--- src/rtl/matrix_frame_scheduler.sv ---
// Frame sequencer for the 8x8 APA102 matrix: walks a small glyph/colour message
// buffer and hands one registered frame descriptor at a time to the serializer.
module matrix_frame_scheduler #(
   parameter int MSG_DEPTH  = 8,
   parameter int GAP_CYCLES = 1000,
   localparam int AW = $clog2(MSG_DEPTH)
) (
   input  logic          clk,
   input  logic          reset,
   input  logic          wr_en,
   input  logic [AW-1:0] wr_addr,
   input  logic [7:0]    wr_data,
   input  logic [AW-1:0] cfg_len,
   input  logic [3:0]    cfg_repeat,
   input  logic          run,
   output logic          frm_valid,
   input  logic          frm_ready,
   input  logic          frm_done,
   output logic [1:0]    frm_glyph,
   output logic [31:0]   frm_on,
   output logic [31:0]   frm_off,
   output logic          busy,
   output logic [AW-1:0] pos,
   output logic [7:0]    frame_cnt
);

   localparam int GW = (GAP_CYCLES > 1) ? $clog2(GAP_CYCLES) : 1;
   localparam logic [31:0] OFF_WORD = 32'hF0000000;

   typedef enum logic [1:0] {IDLE, ISSUE, WAIT_DONE, GAP} state_t;

   state_t        r_state;
   state_t        w_nextState;
   logic [7:0]    r_mem [MSG_DEPTH];
   logic [AW-1:0] r_pos;
   logic [AW-1:0] r_len;
   logic [3:0]    r_rep;
   logic [GW-1:0] r_gapCnt;
   logic          r_frmValid;
   logic [1:0]    r_glyph;
   logic [31:0]   r_on;
   logic [31:0]   r_off;
   logic          r_busy;
   logic [7:0]    r_frameCnt;
   logic          w_load;
   logic [AW-1:0] w_loadAddr;
   logic [4:0]    w_effRep;
   logic          w_lastRep;

   function automatic logic [31:0] paletteWord(input logic [1:0] sel);
      case (sel)
         2'd0:    paletteWord = 32'hF00F0000;
         2'd1:    paletteWord = 32'hF0000F00;
         2'd2:    paletteWord = 32'hF000000F;
         default: paletteWord = 32'hF00F0F0F;
      endcase
   endfunction

   // Power-up message spells "hello" with glyphs 0,1,2,2,3; the rest is blank.
   function automatic logic [7:0] resetEntry(input int idx);
      case (idx)
         0:       resetEntry = 8'h00;
         1:       resetEntry = 8'h01;
         2:       resetEntry = 8'h02;
         3:       resetEntry = 8'h02;
         4:       resetEntry = 8'h03;
         default: resetEntry = 8'h80;
      endcase
   endfunction

   assign w_effRep  = (cfg_repeat == 4'd0) ? 5'd1 : {1'b0, cfg_repeat};
   assign w_lastRep = (({1'b0, r_rep} + 5'd1) >= w_effRep);

   always_comb begin
      w_nextState = r_state;
      w_load      = 1'b0;
      w_loadAddr  = r_pos;
      case (r_state)
         IDLE: begin
            if (run) begin
               w_nextState = ISSUE;
               w_load      = 1'b1;
               w_loadAddr  = '0;
            end
         end
         ISSUE: begin
            if (frm_ready) w_nextState = WAIT_DONE;
         end
         WAIT_DONE: begin
            if (frm_done) w_nextState = run ? GAP : IDLE;
         end
         GAP: begin
            if (!run) begin
               w_nextState = IDLE;
            end else if (r_gapCnt == GW'(GAP_CYCLES - 1)) begin
               w_nextState = ISSUE;
               w_load      = 1'b1;
            end
         end
         default: w_nextState = IDLE;
      endcase
   end

   // The descriptor is captured from the buffer on the load edge, so later writes
   // to the same entry never disturb a frame that is already outstanding.
   always_ff @(posedge clk) begin
      if (reset) begin
         r_state    <= IDLE;
         r_pos      <= '0;
         r_len      <= '0;
         r_rep      <= '0;
         r_gapCnt   <= '0;
         r_frmValid <= 1'b0;
         r_glyph    <= '0;
         r_on       <= '0;
         r_off      <= '0;
         r_busy     <= 1'b0;
         r_frameCnt <= '0;
         for (int i = 0; i < MSG_DEPTH; i++) r_mem[i] <= resetEntry(i);
      end else begin
         r_state <= w_nextState;
         r_busy  <= (w_nextState != IDLE);
         if (wr_en) r_mem[wr_addr] <= wr_data & 8'hE3;
         if (w_load) begin
            r_frmValid <= 1'b1;
            r_glyph    <= r_mem[w_loadAddr][1:0];
            r_on       <= r_mem[w_loadAddr][7] ? OFF_WORD : paletteWord(r_mem[w_loadAddr][6:5]);
            r_off      <= OFF_WORD;
         end else if (r_state == ISSUE && frm_ready) begin
            r_frmValid <= 1'b0;
         end
         if (r_state == IDLE && run) begin
            r_pos <= '0;
            r_rep <= '0;
            r_len <= cfg_len;
         end
         if (r_state == WAIT_DONE && frm_done) begin
            r_frameCnt <= r_frameCnt + 8'd1;
            r_gapCnt   <= '0;
            if (w_lastRep) begin
               r_rep <= '0;
               if (r_pos == r_len) begin
                  r_pos <= '0;
                  r_len <= cfg_len;
               end else begin
                  r_pos <= r_pos + AW'(1);
               end
            end else begin
               r_rep <= r_rep + 4'd1;
            end
         end
         if (r_state == GAP) r_gapCnt <= r_gapCnt + GW'(1);
      end
   end

   assign frm_valid = r_frmValid;
   assign frm_glyph = r_glyph;
   assign frm_on    = r_on;
   assign frm_off   = r_off;
   assign busy      = r_busy;
   assign pos       = r_pos;
   assign frame_cnt = r_frameCnt;

endmodule
--- config.mk ---
export PLATFORM = sky130hd
export DESIGN_NAME = matrix_frame_scheduler
export DESIGN_NICKNAME = d
export VERILOG_FILES = /design/src/rtl/matrix_frame_scheduler.sv
export SDC_FILE = /design/constraint.sdc
export NUM_CORES = 1
export LEC_CHECK = 0
export BUFFER_PORTS_ARGS = -buffer_cell sky130_fd_sc_hd__clkbuf_2
export CORE_MARGIN = 1
export CORE_UTILIZATION = 25
export DETAILED_ROUTE_END_ITERATION = 12
export SLEW_MARGIN = 20
export SYNTH_ARGS = -nofsm -noshare
export SYNTH_HDL_FRONTEND = slang
export SYNTH_SLANG_ARGS = --single-unit
--- constraint.sdc ---
create_clock -name clk -period 5.1 [get_ports clk]
set_input_delay 0.765 -clock clk [delete_from_list [all_inputs] [get_ports clk]]
set_output_delay 0.765 -clock clk [all_outputs]
set_load 0.05 [all_outputs]
## Yosys cells after proc, flatten, opt, wreduce, memory -nomap -nowiden

Memory sizes are Yosys's and may differ from the RTL's.
Index checks and enable logic that the tools add are counted.

| storage, ports and cells | value |
|---|---|
| output and inout port bits | 79 |
| bits in read-only memories | 0 |
| register bits | 67 |
| RAM bits | 64 |
| memories kept | 1 |
| word-level logic and storage cells | 80 |
| bits in latches | 0 |
| input port bits | 24 |

| cells by class | value |
|---|---|
| add/sub/neg operators | 5 |
| order comparisons | 1 |
| shift operators | 0 |
| equal/unequal tests | 7 |
| mux-type cells | 44 |
| bitwise gates (word level) | 0 |
| divide/modulo/power cells | 0 |
| multipliers | 0 |
| reduce and logical (&&, ||, !) cells | 11 |

Memories:

| name | depth | bits a word | rd ports | clocked after Yosys merged registers in | wr ports | line | source |
|---|---|---|---|---|---|---|---|
| r_mem | 8 | 8 | 1 | 0 | 8 | 34 | `logic [7:0] r_mem [MSG_DEPTH];` |

Operators with widths:

| operator | number |
|---|---|
| one-hot mux 20 bit (3 select lines) | 1 |
| 2-to-1 mux 8 bit | 6 |
| 2-to-1 mux 3 bit | 11 |
| 2-to-1 mux 32 bit | 1 |
| 2-to-1 mux 10 bit | 2 |
| 2-to-1 mux 4 bit | 4 |
| 2-to-1 mux 2 bit | 6 |
| 2-to-1 mux 1 bit | 11 |
| adder 10 x 1 -> 10 bit (second input constant) | 1 |
| equality test 10 bit (second input constant) | 1 |
| adder 8 x 1 -> 8 bit (second input constant) | 1 |
| one-hot mux 2 bit (4 select lines) | 1 |
| nonzero test 2 bit | 4 |
| OR reduction 8 bit | 1 |
| equality test 2 bit (second input constant) | 3 |
| adder 4 x 1 -> 5 bit (second input constant) | 1 |
| >= comparator 5 x 4 -> 1 bit | 1 |
| adder 4 x 1 -> 4 bit (second input constant) | 1 |
| equality test 2 x 1 -> 1 bit (second input constant) | 2 |
| zero test 2 bit | 2 |
| zero test 4 bit | 1 |
| adder 3 x 1 -> 3 bit (second input constant) | 1 |
| equality test 3 bit | 1 |
| logical AND 1 bit | 3 |
| one-hot mux 1 bit (2 select lines) | 1 |

## Longest topological paths before layout

| depth | value |
|---|---|
| depth in word-level cells | 6 |
| gate-level depth with buffers | 11 |
| mapped depth without buffers | 10 |

## Worst setup path after synthesis

Ideal clock, no wire load.

| path | value |
|---|---|
| path type | input to register |
| start | in run |
| end | reg r_on[19] (netlist: frm_on[19]) |
| slack | 2,778 ps |
| arrival | 2,221 ps |
| setup time | 101 ps |
| cell stages on the path | 10 |
| cell sequence | buf_2 -> and2_1 -> buf_4 -> nor2_1 -> a21oi_1 -> o221ai_1 -> a21oi_1 -> ha_1 -> inv_1 -> o41ai_1 |

| between the ends | value |
|---|---|
| word-level cells in the longest chain between the ends | 6 |
| elaborated cells on any way between the ends | 11 |
| those cells by class | eq/ne: 2; mux: 7; reduce/logical: 1; memory: 1 |

RTL lines:

| item | line | source |
|---|---|---|
| start: declaration | 15 | `input logic run,` |
| 2-to-1 mux 3 bit | 80 | `if (run) begin` |
| 2-to-1 mux 3 bit | 78 | `case (r_state)` |
| memory read (8 x 8 bit) | n/a |  |
| equality test 2 bit (tied with other cells) | 51 | `case (sel)` |
| one-hot mux 20 bit (3 select lines) | 51 |  |
| 2-to-1 mux 32 bit | 127 | `r_on <= r_mem[w_loadAddr][7] ? OFF_WORD : paletteWord(r_mem[w_loadAddr][6:5]);` |
| end signal: assignment | 127 |  |
| end: declaration | 41 | `logic [31:0] r_on;` |

Several ways; a longest one is shown, not always the timed one.
A chain may end at the register's enable or synchronous reset.

## Worst setup path after layout

| path | value |
|---|---|
| start | reg r_pos[0] (netlist: pos[0]) |
| end | reg r_on[19] (netlist: frm_on[19]) |

| between the ends | value |
|---|---|
| word-level cells in the longest chain between the ends | 6 |
| elaborated cells on any way between the ends | 8 |
| those cells by class | eq/ne: 2; mux: 4; reduce/logical: 1; memory: 1 |

RTL lines:

| item | line | source |
|---|---|---|
| start: declaration | 35 | `logic [AW-1:0] r_pos;` |
| start signal: assignment | 146 | `r_pos <= r_pos + AW'(1);` |
| 2-to-1 mux 3 bit | 80 |  |
| 2-to-1 mux 3 bit * | 78 |  |
| memory read (8 x 8 bit) * | n/a |  |
| equality test 2 bit (tied with other cells) | 51 |  |
| one-hot mux 20 bit (3 select lines) | 51 |  |
| 2-to-1 mux 32 bit * | 127 |  |

Mark *: on every way between the ends. The rest lies on a longest branch, timed or not.

==> results.py <==
metrics = {
    "timing": {
        "whs_ps": 490,
        "hold_viol_final": 0,
        "skew_ps": 5.80,
        "final_max_slew_viol_count": 0,
        "fmax_mhz": 394,
        "fin_tns_setup_ps": 0,
        "period_share_pct": 49.8,
        "relSlewSlack_pct": 54.8,
        "finalSetupViolCount": 0,
        "tightest_slew_ps": 677,
        "period_needed_ps": 2540,
        "rsz0062_at_grt": "no",
    },
    "floorplan": {
        "coreArea_um2": 17500,
        "chipHeight_um": 136,
        "die_x_um": 136,
        "num_rows": 48,
        "initial_core_util_pct": 25.8,
        "design.portCount": 103,
        "fp.dieArea_um2": 18600,
    },
    "power_and_ir_drop": {
        "irDropWorstVdd_uv": 244,
        "power_leakage_nw": 1.95,
        "p_per_area_nw_per_um2": 426,
    },
    "finish": {
        "layout-drive-gt1-share_pct": 18.4,
        "layout.nets": 539,
        "antenna_cells": 0,
        "n_fill_cell": 1868,
        "syn_to_final_growth_pct": 10.8,
        "multi_input_area_um2": 2120,
        "seqCellArea_um2": 1960,
        "final_util_pct": 28.6,
    },
    "synth": {
        "synthArstFlopShare_pct": 0,
        "yosysUniqueCellTypes": 57,
        "avgSynthCellArea_um2": 9.63,
        "yosysWarnings": 0,
        "yosysSeqAreaShare_pct": 43.4,
        "synthFlopType": "edfxtp_1",
        "synth_edf_count": 40,
        "ys_ff_latch": 78,
        "mappedNetlistArea_um2": 4520,
        "netlist_instances": 469,
    },
    "clock_network": {
        "clk_pin_slew_ps": 60,
        "cts_buffer_depth": 2,
        "clock_latency_ps": 340,
        "post_cts_buffers": 0,
        "cts_tree": "built",
        "ctsHoldBuffers": 0,
        "numCtsBuffers": 9,
        "ctsHtreeMaxLevel": 3,
        "root_buffer": "clkbuf_16",
        "cts_num_sinks": 78,
        "cts-resized-gates": 0,
    },
    "status": {
        "outcome": "completed",
    },
    "placed_design": {
        "io_buffers": 55,
        "gp_congestion": 0.748,
        "hpwl_um": 6590,
    },
    "routing": {
        "drc": 0,
        "drt_iter0_markers": 200,
        "ant_nets": 0,
        "dr.pass1.iters": 4,
        "vias_per_cell": 4.31,
        "wl_per_cell_um": 12.7,
        "routed_wl_um": 9260,
        "detailroute.via_count": 3148,
    },
    "critical_path": {
        "slowest_stage": "dfxtp_1",
        "cp_cell_sequence": "buf_4 > mux2_2 > a21oi_1 > a2bb2oi_1 > ha_1 > inv_1 > o41ai_1",
        "cp_max_fo": 18,
        "cp_slowest_stage_delay_ps": 700,
        "cp.arrival_ps": 2770,
        "cp.buffers_inverters": 2,
        "worst-setup-path-type": "reg -> reg",
        "critPathRequiredTime_ps": 5340,
        "crit_family": "compound AO/OA/AOI/OAI gates",
        "start_kind": "register",
        "cp-end-kind": "register",
    },
    "global_routing": {
        "antenna_found_initial": 0,
        "grt_usage_pct": 10.4,
        "grt_first_pass_wirelength_um": 14900,
        "grt-ovfl-total": 0,
        "grt_max_degree": 54,
        "grt_pass1_vias": 2963,
    },
    "flow_run": {
        "drv_cap": 0,
    },
    "hold_path": {
        "hp-class": "reg -> reg",
    },
}
## power breakdown
| part | switching (mW) | internal, mW |
|---|---|---|
| Sequential | 0.0539 | 0.725 |
| Clock | 0.272 | 0.386 |
| Combinational | 0.532 | 0.165 |
## stage by stage
step / setup WS, ps / instances / cell area, um2 / total power, mW
2_1_floorplan: 2780 / 512 / 4680 / 1.43
4_1_cts: 2520 / 730 / 5000 / 2.16
5_1_grt: 2370 / 730 / 5000 / 2.25
3_5_place_dp: 2410 / 714 / 4700 / 1.50
3_3_place_gp: 2420 / 714 / 4700 / 1.49
6_report: 2560 / 730 / 5000 / 2.13
## per-layer routing
metal	global-route usage, %	routed length, um
met5	0	0
met1	13.9	4630
met3	3.02	356
met2	16.2	4150
met4	3.27	123
## synthesized netlist by cell type (4+ instances only)
master,number,share of area [%]
nor2_1,41,3.4
nand4_1,9,1.2
clkbuf_1,11,0.91
or3_1,10,1.4
ha_1,15,4.2
nand2b_1,8,1.1
nand2_1,20,1.7
nand3b_1,5,0.83
dfxtp_1,38,17
and2_1,36,5.0
or2_2,11,1.5
inv_1,11,0.91
nor3_1,9,1.0
xnor2_1,7,1.4
o21ai_0,8,0.89
a221oi_1,6,1.2
buf_4,63,10
buf_2,5,0.55
xor2_1,6,1.2
nor2b_1,4,0.55
mux2i_1,11,2.4
nor3b_1,9,1.5
edfxtp_1,40,27
nand3_1,14,1.6
a21oi_1,24,2.7
## cells by family after synthesis
kind of cell / Yosys count / synth area share [%]
compound gates: 71 / 10.8
xor+xnor: 13 / 2.52
fa+ha+maj: 15 / 4.16
buf+inv: 91 / 13.1
flops: 78 / 43.4
mux: 14 / 3.27
other cells: 1 / 0.0830
simple gates: 186 / 22.6
## cells in the final DEF, fill, tap and decap left out, drive strengths merged, types with 4 or more instances in the layout
master	count
a21oi	25
a221oi	6
and2	36
clkbuf	64
conb	44
dfxtp	38
edfxtp	40
ha	15
inv	14
mux2i	11
nand2	20
nand2b	8
nand3	14
nand3b	5
nand4	9
nor2	41
nor2b	4
nor3	10
nor3b	9
o21ai	10
or2	11
or3	10
xnor2	7
xor2	6
## final timing paths
check	start	depth (start not counted)	slack, ps	end
setup / recovery	pos[0]	7	2560	frm_on[19]
setup reg to reg	pos[0]	7	2560	frm_on[19]
hold reg to reg	frame_cnt[7]	2	490	frame_cnt[7]
hold / removal	frame_cnt[7]	2	490	frame_cnt[7]
## final cells by class
class,count,area share (%)
multi-input combinational,343,42.4
inverter,11,0.825
sequential,78,39.2
clock buffer,9,4.50
tap,225,5.62
clock inverter,7,1.63
timing repair buffer,57,5.80
## flip-flops by register name, indices dropped and copies added, names as in the netlist
signal and count:
busy 1, frame_cnt 8, frm_glyph 2, frm_on 4
frm_valid 1, pos 3, r_gapCnt 10, r_len 3
r_mem 40, r_rep 4, r_state 2
## worst register-to-register path: stages, from the launching register on
cell and delay, ps:
dfxtp_1 700, buf_4 340, mux2_2 360, a21oi_1 190, a2bb2oi_1 300, ha_1 170
inv_1 30, o41ai_1 330
Power figures use the tool's default switching activity.
